<file path="src/rtl/aes_cone_match_pipe_pkg.sv">
// Shared types and elaboration-time helpers for the pipelined AES cone match.
package aes_cone_pkg;

  localparam int unsigned MAX_W = 64;

  // Nodes beyond the live count of a level are held at 1 so that every
  // reduction can AND across the full vector.
  typedef struct packed {
    logic             valid;
    logic             side;
    logic [MAX_W-1:0] nodes;
  } stage_t;

  function automatic int unsigned clog_base(input int unsigned width, input int unsigned group);
    int unsigned lv;
    int unsigned span;
    lv   = 0;
    span = 1;
    for (int i = 0; i < MAX_W; i++) begin
      if (span < width) begin
        span = span * group;
        lv++;
      end
    end
    return lv;
  endfunction

  function automatic int unsigned node_cnt(input int unsigned width, input int unsigned group,
                                           input int unsigned lvl);
    int unsigned n;
    n = width;
    for (int unsigned i = 0; i < lvl; i++) n = (n + group - 1) / group;
    return n;
  endfunction

  localparam int unsigned DEF_WIDTH  = 10;
  localparam int unsigned DEF_GROUP  = 4;
  localparam int unsigned DEF_LEVELS = clog_base(DEF_WIDTH, DEF_GROUP);
  localparam int unsigned DEF_LAT    = DEF_LEVELS + 1;
  localparam int unsigned DEF_N0     = node_cnt(DEF_WIDTH, DEF_GROUP, 0);
  localparam int unsigned DEF_N1     = node_cnt(DEF_WIDTH, DEF_GROUP, 1);

endpackage

</file>
<file path="src/rtl/aes_cone_match_pipe_if.sv">
// Item, mask-config and result signals of the cone match pipe.
interface aes_cone_match_pipe_if #(
  parameter int unsigned WIDTH = 10,
  parameter int unsigned CNT_W = 16
);
  logic             in_valid;
  logic             in_ready;
  logic [WIDTH-1:0] in_vec;
  logic             side_a;
  logic             side_b;
  logic             cfg_we;
  logic [WIDTH-1:0] cfg_care;
  logic [WIDTH-1:0] cfg_pol;
  logic             out_valid;
  logic             out_ready;
  logic             out_y;
  logic [CNT_W-1:0] hit_cnt;
  logic             cnt_clr;

  modport master (
    output in_valid, in_vec, side_a, side_b, cfg_we, cfg_care, cfg_pol, out_ready, cnt_clr,
    input  in_ready, out_valid, out_y, hit_cnt
  );

  modport slave (
    input  in_valid, in_vec, side_a, side_b, cfg_we, cfg_care, cfg_pol, out_ready, cnt_clr,
    output in_ready, out_valid, out_y, hit_cnt
  );
endinterface

</file>
<file path="src/rtl/aes_and_tree_level.sv">
// One registered GROUP-wide AND reduction level; valid and side ride along.
module aes_and_tree_level
  import aes_cone_pkg::*;
#(
  parameter int unsigned GROUP = 4
) (
  input  logic   clk,
  input  logic   rst,
  input  logic   en,
  input  stage_t d,
  output stage_t q
);

  stage_t nxt;

  // Leaves past the end of the vector read as 1, which ties off partial groups.
  always_comb begin
    nxt       = d;
    nxt.nodes = '1;
    for (int o = 0; o < MAX_W; o++) begin
      for (int g = 0; g < GROUP; g++) begin
        if (o * GROUP + g < MAX_W) nxt.nodes[o] = nxt.nodes[o] & d.nodes[o * GROUP + g];
      end
    end
  end

  always_ff @(posedge clk or posedge rst) begin
    if (rst)     q <= '0;
    else if (en) q <= nxt;
  end

endmodule

</file>
<file path="src/rtl/aes_cone_match_pipe.sv">
// Pipelined masked AND-OR(-invert) cone match with valid/ready and a hit counter.
module aes_cone_match_pipe
  import aes_cone_pkg::*;
#(
  parameter int unsigned WIDTH   = 10,
  parameter int unsigned GROUP   = 4,
  parameter bit          OUT_INV = 1'b1,
  parameter int unsigned CNT_W   = 16
) (
  input logic                  clk,
  input logic                  rst,
  aes_cone_match_pipe_if.slave bus
);

  localparam int unsigned LEVELS = clog_base(WIDTH, GROUP);

  logic [WIDTH-1:0] care_r, pol_r;
  logic             en;
  stage_t           s0_d, s0_q;
  stage_t           tree [LEVELS];
  logic             raw, raw_q, out_valid_q, out_y_q;
  logic [CNT_W-1:0] cnt_q;

  // A stalled output freezes the whole pipe, bubbles included.
  assign en           = !out_valid_q | bus.out_ready;
  assign bus.in_ready = en;

  always_ff @(posedge clk or posedge rst) begin
    if (rst) begin
      care_r <= '1;
      pol_r  <= '0;
    end else if (bus.cfg_we) begin
      care_r <= bus.cfg_care;
      pol_r  <= bus.cfg_pol;
    end
  end

  always_comb begin
    s0_d                    = '0;
    s0_d.valid              = bus.in_valid;
    s0_d.side               = bus.side_a & bus.side_b;
    s0_d.nodes              = '1;
    s0_d.nodes[WIDTH-1:0]   = ~care_r | ~(bus.in_vec ^ pol_r);
  end

  always_ff @(posedge clk or posedge rst) begin
    if (rst)     s0_q <= '0;
    else if (en) s0_q <= s0_d;
  end

  assign tree[0] = s0_q;

  for (genvar l = 1; l < LEVELS; l++) begin : g_lvl
    aes_and_tree_level #(
      .GROUP(GROUP)
    ) u_lvl (
      .clk(clk),
      .rst(rst),
      .en (en),
      .d  (tree[l-1]),
      .q  (tree[l])
    );
  end

  assign raw = tree[LEVELS-1].side | (&tree[LEVELS-1].nodes);

  always_ff @(posedge clk or posedge rst) begin
    if (rst) begin
      out_valid_q <= 1'b0;
      out_y_q     <= OUT_INV;
      raw_q       <= 1'b0;
    end else if (en) begin
      out_valid_q <= tree[LEVELS-1].valid;
      out_y_q     <= raw ^ OUT_INV;
      raw_q       <= raw;
    end
  end

  always_ff @(posedge clk or posedge rst) begin
    if (rst) begin
      cnt_q <= '0;
    end else if (bus.cnt_clr) begin
      cnt_q <= '0;
    end else if (out_valid_q && bus.out_ready && raw_q && (cnt_q != '1)) begin
      cnt_q <= cnt_q + 1'b1;
    end
  end

  assign bus.out_valid = out_valid_q;
  assign bus.out_y     = out_y_q;
  assign bus.hit_cnt   = cnt_q;

endmodule

</file>
<file path="src/flat_wrapper.sv">
// flat-port wrapper written by rule: the top's interface ports become plain ports
module aes_cone_match_pipe_flat import aes_cone_pkg::*;
#(
  parameter int unsigned WIDTH   = 10,
  parameter int unsigned GROUP   = 4,
  parameter bit          OUT_INV = 1'b1,
  parameter int unsigned CNT_W   = 16
)
  (clk, rst, bus_in_valid, bus_in_vec, bus_side_a, bus_side_b, bus_cfg_we, bus_cfg_care, bus_cfg_pol, bus_out_ready, bus_cnt_clr, bus_in_ready, bus_out_valid, bus_out_y, bus_hit_cnt);
  aes_cone_match_pipe_if #(.WIDTH(WIDTH), .CNT_W(CNT_W)) bus_i ();
  input logic clk;
  input logic rst;
  input wire logic [$bits(bus_i.in_valid)-1:0] bus_in_valid;
  input wire logic [$bits(bus_i.in_vec)-1:0] bus_in_vec;
  input wire logic [$bits(bus_i.side_a)-1:0] bus_side_a;
  input wire logic [$bits(bus_i.side_b)-1:0] bus_side_b;
  input wire logic [$bits(bus_i.cfg_we)-1:0] bus_cfg_we;
  input wire logic [$bits(bus_i.cfg_care)-1:0] bus_cfg_care;
  input wire logic [$bits(bus_i.cfg_pol)-1:0] bus_cfg_pol;
  input wire logic [$bits(bus_i.out_ready)-1:0] bus_out_ready;
  input wire logic [$bits(bus_i.cnt_clr)-1:0] bus_cnt_clr;
  output wire logic [$bits(bus_i.in_ready)-1:0] bus_in_ready;
  output wire logic [$bits(bus_i.out_valid)-1:0] bus_out_valid;
  output wire logic [$bits(bus_i.out_y)-1:0] bus_out_y;
  output wire logic [$bits(bus_i.hit_cnt)-1:0] bus_hit_cnt;
  assign bus_i.in_valid = bus_in_valid;
  assign bus_i.in_vec = bus_in_vec;
  assign bus_i.side_a = bus_side_a;
  assign bus_i.side_b = bus_side_b;
  assign bus_i.cfg_we = bus_cfg_we;
  assign bus_i.cfg_care = bus_cfg_care;
  assign bus_i.cfg_pol = bus_cfg_pol;
  assign bus_i.out_ready = bus_out_ready;
  assign bus_i.cnt_clr = bus_cnt_clr;
  assign bus_in_ready = bus_i.in_ready;
  assign bus_out_valid = bus_i.out_valid;
  assign bus_out_y = bus_i.out_y;
  assign bus_hit_cnt = bus_i.hit_cnt;
  aes_cone_match_pipe #(.WIDTH(WIDTH), .GROUP(GROUP), .OUT_INV(OUT_INV), .CNT_W(CNT_W)) u_core (.clk(clk), .rst(rst), .bus(bus_i));
endmodule
</file>
<file path="config.mk">
export PLATFORM = sky130hd
export DESIGN_NAME = aes_cone_match_pipe_flat
export DESIGN_NICKNAME = d
export VERILOG_FILES = /design/src/rtl/aes_cone_match_pipe_pkg.sv /design/src/rtl/aes_cone_match_pipe_if.sv /design/src/rtl/aes_and_tree_level.sv /design/src/rtl/aes_cone_match_pipe.sv /design/src/flat_wrapper.sv
export SDC_FILE = /design/constraint.sdc
export NUM_CORES = 1
export LEC_CHECK = 0
export BUFFER_PORTS_ARGS = -buffer_cell sky130_fd_sc_hd__buf_2
export CAP_MARGIN = 0
export CORE_ASPECT_RATIO = 1.1
export CORE_UTILIZATION = 40
export DETAILED_ROUTE_END_ITERATION = 7
export GPL_ROUTABILITY_DRIVEN = 0
export PLACE_DENSITY_LB_ADDON = 0.08
export SYNTH_ARGS = -nofsm -noshare
export SYNTH_HDL_FRONTEND = slang
export SYNTH_SLANG_ARGS = --single-unit
</file>
<file path="constraint.sdc">
create_clock -name clk -period 5.5 [get_ports clk]
set_input_delay 0.275 -clock clk [delete_from_list [all_inputs] [get_ports clk]]
set_output_delay 0.275 -clock clk [all_outputs]
set_load 0.005 [all_outputs]
</file>
======== Yosys cells after proc, flatten, opt, wreduce, memory -nomap -nowiden ========
Cells that the tools add are included.
Widths: inputs -> output; s select.
storage, ports and cells
  register bits after elaboration ......... 71
  input port bits ......................... 38
  word-level logic and storage cells ...... 78
cells by class
  $add $sub $neg .......................... 1
  equal/unequal tests ..................... 1
  multiplexer cells ....................... 2
  bitwise gates (word level) .............. 56
  reductions and logical operators ........ 6
operators by type and width
  cell                   number
  $reduce_and 64->1      1
  $and 1x1->1            49
  $mux 16                2
  $not 10->10            2
  $add 16x1->16 const B  1
  $ne 16x16->1 const B   1
  $or 10x10->10          1
  $xor 10x10->10         1
  $logic_and 1x1->1      3
  $or 1x1->1             2
  $reduce_bool 2->1      1
  $logic_not 1->1        1
  $not 1->1              1

======== Logic depth before layout (Yosys ltp) ========
  depth in word-level cells ............... 5
  gate-level depth with buffers ........... 7
  mapped depth without buffers ............ 5

======== Hierarchy ========
From an unflattened synthesis, not the netlist that was laid out.
unflattened totals
  cell total of the unflattened synthesis .. 351
  area, all modules ....................... 3733.6 sq um
modules (own cells, without submodules)
  module               times used  cells an instance  area each (sq um)  sequential area each (sq um)
  aes_cone_match_pipe  1           231                2521.2             1315.0
  aes_and_tree_level   1           120                1212.4             475.5

======== Worst setup path before layout ========
Ideal clock, no wire load.
  path kind ............................... register -> register
  start point ............................. register u_core.cnt_q[0] (netlist: u_core.bus.hit_cnt[0])
  end point ............................... register u_core.cnt_q[8] (netlist: u_core.bus.hit_cnt[8])
  library setup time ...................... 0.078 ns
  arrival time ............................ 1.722 ns
  slack ................................... 3.700 ns
  cell stages (with the launch flop) ...... 7
  clock period less this slack ............ 1.800 ns
  cell sequence ........................... dfrtp_1 -> ha_1 -> nand4_1 -> nor4_1 -> buf_2 -> or4_2 -> a21oi_1
on the way
  word-level cells in the longest chain between the ends .. 3
  elaborated cells between the ends (all ways) .. 6
RTL lines
  what                                                  RTL line                                              source
  start: declaration                                    aes_cone_match_pipe.sv:22                             logic [CNT_W-1:0] cnt_q;
  start signal: assignment                              aes_cone_match_pipe.sv:85                             cnt_q <= cnt_q + 1'b1;
  $add 16x1->16 / $ne 16x16->1 (equally long branches)  aes_cone_match_pipe.sv:85, aes_cone_match_pipe.sv:84
  $mux 16 / $logic_and 1x1->1 (equally long branches)   aes_cone_match_pipe.sv:84                             end else if (out_valid_q && bus.out_ready && raw_q && (cnt_q != '1)) begin
  $mux 16 / $reduce_bool 2->1 (equally long branches)   n/a
Parallel ways exist; a longest one is shown, timed or not. The select of a mux whose other input is x is not followed.
A chain may end at the register's enable or synchronous reset.

======== Worst setup path after layout ========
  start point ............................. register u_core.out_valid_q (netlist: u_core.bus.out_valid)
  end point ............................... output bus_in_ready
on the way
  word-level cells in the longest chain between the ends .. 2
RTL lines
  what                      RTL line                   source
  start: declaration        aes_cone_match_pipe.sv:21  logic raw, raw_q, out_valid_q, out_y_q;
  start signal: assignment  aes_cone_match_pipe.sv:73  out_valid_q <= tree[LEVELS-1].valid;
  $logic_not 1->1           aes_cone_match_pipe.sv:25  assign en = !out_valid_q | bus.out_ready;
  $or 1x1->1                aes_cone_match_pipe.sv:25
  end: declaration          flat_wrapper.sv:22         output wire logic [$bits(bus_i.in_ready)-1:0] bus_in_ready;
Every way passes these cells.

==> impl_metrics.prom <==
# TYPE chip_impl_metric gauge
chip_impl_metric{name="final.setup_skew",unit="ns"} 0.004459
chip_impl_metric{name="report.final.hold_viol_count",unit=""} 0
chip_impl_info{name="highest-signal-layer",value="met4"} 1
chip_impl_metric{name="number_of_buffers_and_inverters_on_the_critical_path",unit=""} 2
chip_impl_metric{name="share_clk_of_total_power",unit="%"} 40.3
chip_impl_metric{name="power_density",unit="nW/um2"} 361.1
chip_impl_metric{name="ant_nets",unit=""} 0
chip_impl_metric{name="clk_pin_slew",unit="ns"} 0.06
chip_impl_info{name="critical-path-top-delay-family",value="buffers and inverters"} 1
chip_impl_metric{name="port-buffer-count",unit=""} 56
chip_impl_metric{name="warning_count_from_the_yosys_run",unit=""} 0
chip_impl_metric{name="cellLeakagePower",unit="uW"} 0.001407
chip_impl_metric{name="worst_r2r_path_depth",unit=""} 4
chip_impl_metric{name="die-height",unit="um"} 85.99
chip_impl_info{name="crit_path_cell_trace",value="nor2b_1, clkinv_1, buf_2"} 1
chip_impl_metric{name="timing.final.ws_setup",unit="ns"} 2.550
chip_impl_info{name="worst_path_max_delay_cell",value="sky130_fd_sc_hd__clkinv_1"} 1
chip_impl_metric{name="design.final.nets",unit=""} 327
chip_impl_metric{name="avgSynthCellArea",unit="um2"} 11.20
chip_impl_metric{name="grt_util_all_layers",unit="%"} 16.97
chip_impl_metric{name="chipWidth",unit="um"} 78.35
chip_impl_info{name="regToRegStartpoint",value="u_core.bus.out_valid$_DFFE_PP0P_"} 1
chip_impl_metric{name="power_switching",unit="uW"} 284.2
chip_impl_metric{name="intPower",unit="uW"} 855.6
chip_impl_metric{name="postCtsSetupRepairBufs",unit=""} 0
chip_impl_metric{name="arrival_time_reported_for_the_critical_path_endpoint",unit="ns"} 2.68
chip_impl_metric{name="cts_inserted_buffers",unit=""} 9
chip_impl_info{name="ctsRootBufferMaster",value="sky130_fd_sc_hd__clkbuf_8"} 1
chip_impl_info{name="rsz0062_at_grt",value="no"} 1
chip_impl_metric{name="relative_contribution_of_combinational_cells_to_total_power",unit="%"} 12.8
chip_impl_info{name="crit-reg2reg-capture",value="u_core.s0_q[0]$_DFFE_PP0P_"} 1
chip_impl_metric{name="cts_hold_buf",unit=""} 0
chip_impl_metric{name="finalSetupViolCount",unit=""} 0
chip_impl_info{name="setup_crit_path_kind",value="reg -> out"} 1
chip_impl_metric{name="f_max",unit="MHz"} 339.0
chip_impl_metric{name="grt_max_degree",unit=""} 59
chip_impl_metric{name="synth-seq-area-share",unit="%"} 57.12
chip_impl_metric{name="cts-resized-gates",unit=""} 0
chip_impl_info{name="end_kind",value="output port"} 1
chip_impl_metric{name="period_needed",unit="ns"} 2.950
chip_impl_metric{name="synth_fp_nets",unit=""} 268
chip_impl_metric{name="r2r_setup_slack",unit="ns"} 3.03
chip_impl_metric{name="swShare",unit="%"} 24.93
chip_impl_metric{name="cts_max_level",unit=""} 3
chip_impl_metric{name="final_layout_size_suffix_gt1_share",unit="%"} 38.23
chip_impl_metric{name="clk_latency_worst_skew_pair",unit="ns"} 0.33
chip_impl_info{name="outcome",value="finished, final reports clean"} 1
chip_impl_metric{name="synth_cell_types",unit=""} 38
chip_impl_metric{name="start_util",unit="%"} 41.41
chip_impl_metric{name="diodes",unit=""} 0
chip_impl_metric{name="yosys_register_bits",unit=""} 58
chip_impl_metric{name="cp_slowest_stage_delay",unit="ns"} 0.87
chip_impl_metric{name="m1WireLength",unit="um"} 2331
chip_impl_metric{name="via_count",unit=""} 1919
chip_impl_metric{name="grt_remaining_overflow",unit=""} 0
chip_impl_metric{name="design.die.area",unit="um2"} 6737
chip_impl_metric{name="drv_slew",unit=""} 0
chip_impl_metric{name="grt_antenna_before_repair",unit=""} 0
chip_impl_metric{name="fin_total_pwr",unit="uW"} 1140
chip_impl_metric{name="post_synth_inst_count",unit=""} 229
chip_impl_metric{name="maxCapViolations",unit=""} 0
chip_impl_metric{name="route.final.wire_length",unit="um"} 4991
chip_impl_metric{name="placementRows",unit=""} 30
chip_impl_metric{name="grt_first_pass_wirelength",unit="um"} 8742
chip_impl_metric{name="worst_max_slew_pin_slew",unit="ns"} 0.8882
chip_impl_metric{name="drt_drc_violations_left",unit=""} 0
chip_impl_metric{name="route.met2.wl",unit="um"} 2370
chip_impl_metric{name="ios",unit=""} 57
chip_impl_metric{name="final_standard_cell_count_with_taps_included_and_fillers_excluded",unit=""} 373
chip_impl_metric{name="clock_tree.buffer_depth",unit=""} 2
chip_impl_metric{name="first_global_vias",unit=""} 1879
chip_impl_metric{name="post-place-cells",unit=""} 357
chip_impl_metric{name="min_period_over_period",unit="%"} 53.64
chip_impl_metric{name="core_ar",unit="um2"} 6193
chip_impl_metric{name="detail_route.iter0.violations",unit=""} 59
chip_impl_metric{name="avgViaCountPerCell",unit=""} 5.145
chip_impl_metric{name="irDropWorstVdd",unit="V"} 0.0001858
chip_impl_metric{name="clock_sink_count",unit=""} 58
chip_impl_info{name="hold_class",value="in -> async"} 1
chip_impl_metric{name="critical_path_required",unit="ns"} 5.22
chip_impl_metric{name="tns",unit="ns"} 0
chip_impl_metric{name="drt_pass1_iterations",unit=""} 4
chip_impl_metric{name="area.growth.synth_to_final",unit="%"} 23.07
chip_impl_metric{name="relSlewSlack",unit="%"} 40.67
chip_impl_metric{name="synthesis.area",unit="um2"} 2565
chip_impl_metric{name="worst_setup_slack_before_clock_tree_synthesis",unit="ns"} 2.842
chip_impl_metric{name="sequentialPowerShare",unit="%"} 46.9
chip_impl_info{name="crit_path_start",value="u_core.bus.out_valid$_DFFE_PP0P_"} 1
chip_impl_metric{name="dp_hpwl",unit="um"} 3338
chip_impl_metric{name="cp_max_fo",unit=""} 28
chip_impl_info{name="tritoncts",value="yes"} 1
chip_impl_metric{name="met3_length",unit="um"} 188
chip_impl_info{name="setup.worst_path.start_class",value="register"} 1
chip_impl_metric{name="drt-wirelength-per-cell",unit="um"} 13.38
## flip-flops by register name, summed over array words and instances (netlist names)
register              count
u_core.bus.hit_cnt       16
u_core.s0_q              12
u_core.care_r            10
u_core.pol_r             10
u_core.g_lvl.u_lvl.q      7
u_core.bus.out_valid      1
u_core.bus.out_y          1
u_core.raw_q              1
## stage by stage
step / hold WS [ns] / util, % / cell area (um2)
after floorplan: 0.3875 / - / 2565
after global placement: 0.4586 / 47.13 / 2919
after detailed placement: 0.4653 / 47.13 / 2919
after CTS: 0.1367 / 50.97 / 3157
after global routing: 0.1604 / 50.97 / 3157
final: 0.1375 / 50.97 / 3157
## synth_stat cells
cell type / count / share of area [%]
sky130_fd_sc_hd__a21o_1: 1 / 0.29
sky130_fd_sc_hd__a21oi_1: 12 / 2.3
sky130_fd_sc_hd__a311oi_1: 2 / 0.68
sky130_fd_sc_hd__a31oi_1: 10 / 2.4
sky130_fd_sc_hd__and2_1: 1 / 0.24
sky130_fd_sc_hd__and3_1: 4 / 0.98
sky130_fd_sc_hd__and4_1: 2 / 0.68
sky130_fd_sc_hd__buf_1: 1 / 0.15
sky130_fd_sc_hd__buf_2: 2 / 0.39
sky130_fd_sc_hd__buf_6: 1 / 0.44
sky130_fd_sc_hd__clkbuf_1: 6 / 0.88
sky130_fd_sc_hd__clkinv_1: 1 / 0.15
sky130_fd_sc_hd__dfrtp_1: 47 / 46
sky130_fd_sc_hd__dfstp_2: 11 / 11
sky130_fd_sc_hd__ha_1: 1 / 0.49
sky130_fd_sc_hd__inv_1: 3 / 0.44
sky130_fd_sc_hd__mux2_2: 21 / 9.2
sky130_fd_sc_hd__mux2i_1: 1 / 0.39
sky130_fd_sc_hd__nand2_1: 21 / 3.1
sky130_fd_sc_hd__nand2b_1: 4 / 0.98
sky130_fd_sc_hd__nand3_1: 6 / 1.2
sky130_fd_sc_hd__nand4_1: 6 / 1.5
sky130_fd_sc_hd__nand4_2: 1 / 0.49
sky130_fd_sc_hd__nor2_1: 15 / 2.2
sky130_fd_sc_hd__nor2b_1: 4 / 0.98
sky130_fd_sc_hd__nor3_1: 2 / 0.39
sky130_fd_sc_hd__nor4_1: 2 / 0.49
sky130_fd_sc_hd__o211ai_1: 2 / 0.59
sky130_fd_sc_hd__o21ai_0: 9 / 1.8
sky130_fd_sc_hd__o31ai_1: 6 / 1.8
sky130_fd_sc_hd__o41ai_1: 1 / 0.34
sky130_fd_sc_hd__or2_1: 1 / 0.24
sky130_fd_sc_hd__or2_4: 1 / 0.34
sky130_fd_sc_hd__or3_1: 5 / 1.2
sky130_fd_sc_hd__or3_2: 1 / 0.29
sky130_fd_sc_hd__or4_1: 4 / 1.2
sky130_fd_sc_hd__or4_2: 1 / 0.34
sky130_fd_sc_hd__xor2_1: 10 / 3.4
## worst reg2reg max path, cell delays in order, from the launching register on
cell,delay [ns]
sky130_fd_sc_hd__dfrtp_1,0.37
sky130_fd_sc_hd__nor2b_1,0.72
sky130_fd_sc_hd__clkinv_1,0.88
sky130_fd_sc_hd__nor2_1,0.29
sky130_fd_sc_hd__a31oi_1,0.07
## routing by layer
| layer | track usage [%] | up-vias |
|---|---|---|
| met5 | 0 | - |
| met1 | 21.50 | 915 |
| met4 | 9.091 | 0 |
| met3 | 4.043 | 11 |
| li1 | - | 945 |
| met2 | 26.87 | 48 |
## area by class of cell
cell class                 instances  area [um2]
fill                             591        3037
sequential                        58        1465
multi-input combinational        157        1044
timing repair buffer              58       295.3
clock buffer                      12       165.2
tap                               80       100.1
clock inverter                     4       72.57
inverter                           4       15.01
## power groups by stage
stage	logic [uW]	registers, uW	clock network, uW
6_report	146	535	459
5_1_grt	171	544	491
4_1_cts	151	535	474
3_5_place_dp	151	543	0
3_3_place_gp	149	541	0
2_1_floorplan	105	533	0
## cell usage in the layout, fill, tap and decap left out, types with 2 or more instances in the layout
cell                        instances
sky130_fd_sc_hd__dfstp_2           11
sky130_fd_sc_hd__a31oi_1           10
sky130_fd_sc_hd__and4_1             2
sky130_fd_sc_hd__nand4_1            6
sky130_fd_sc_hd__xor2_1            10
sky130_fd_sc_hd__or4_1              4
sky130_fd_sc_hd__o31ai_1            6
sky130_fd_sc_hd__mux2_2            21
sky130_fd_sc_hd__nand2b_1           4
sky130_fd_sc_hd__or3_1              5
sky130_fd_sc_hd__dfrtp_1           47
sky130_fd_sc_hd__nor3_1             2
sky130_fd_sc_hd__clkbuf_8          12
sky130_fd_sc_hd__a21oi_1           12
sky130_fd_sc_hd__and3_1             4
sky130_fd_sc_hd__o211ai_1           2
sky130_fd_sc_hd__a311oi_1           2
sky130_fd_sc_hd__nor2_1            15
sky130_fd_sc_hd__inv_1              2
sky130_fd_sc_hd__nand3_1            6
sky130_fd_sc_hd__nor2b_1            4
sky130_fd_sc_hd__o21ai_0            9
sky130_fd_sc_hd__buf_2             56
sky130_fd_sc_hd__bufinv_16          2
sky130_fd_sc_hd__nand2_1           21
sky130_fd_sc_hd__buf_4              2
## cells by family (layout without fill, tap and decap cells)
logic type	Yosys count	count (layout)	share of synthesized area (%)
compound gates	43	43	10.20
xor+xnor	10	10	3.414
mux	22	22	9.610
buf+inv	14	78	2.439
simple gates	81	81	16.73
fa+ha+maj	1	1	0.4877
flops	58	58	57.12
## how the worst max path moves through the flow
| stage | slack [ns] | depth (start not counted) | to |
|---|---|---|---|
| finish | 2.55 | 3 | bus_in_ready |
| CTS | 2.48 | 3 | bus_in_ready |
| detailed placement | 2.84 | 3 | bus_in_ready |
| global placement | 2.89 | 4 | bus_in_ready |
| floorplan | 3.70 | 6 | u_core.bus.hit_cnt[8]$_DFFE_PP0P_ |
| global route | 2.22 | 3 | bus_in_ready |
Power figures use the tool's default switching activity.
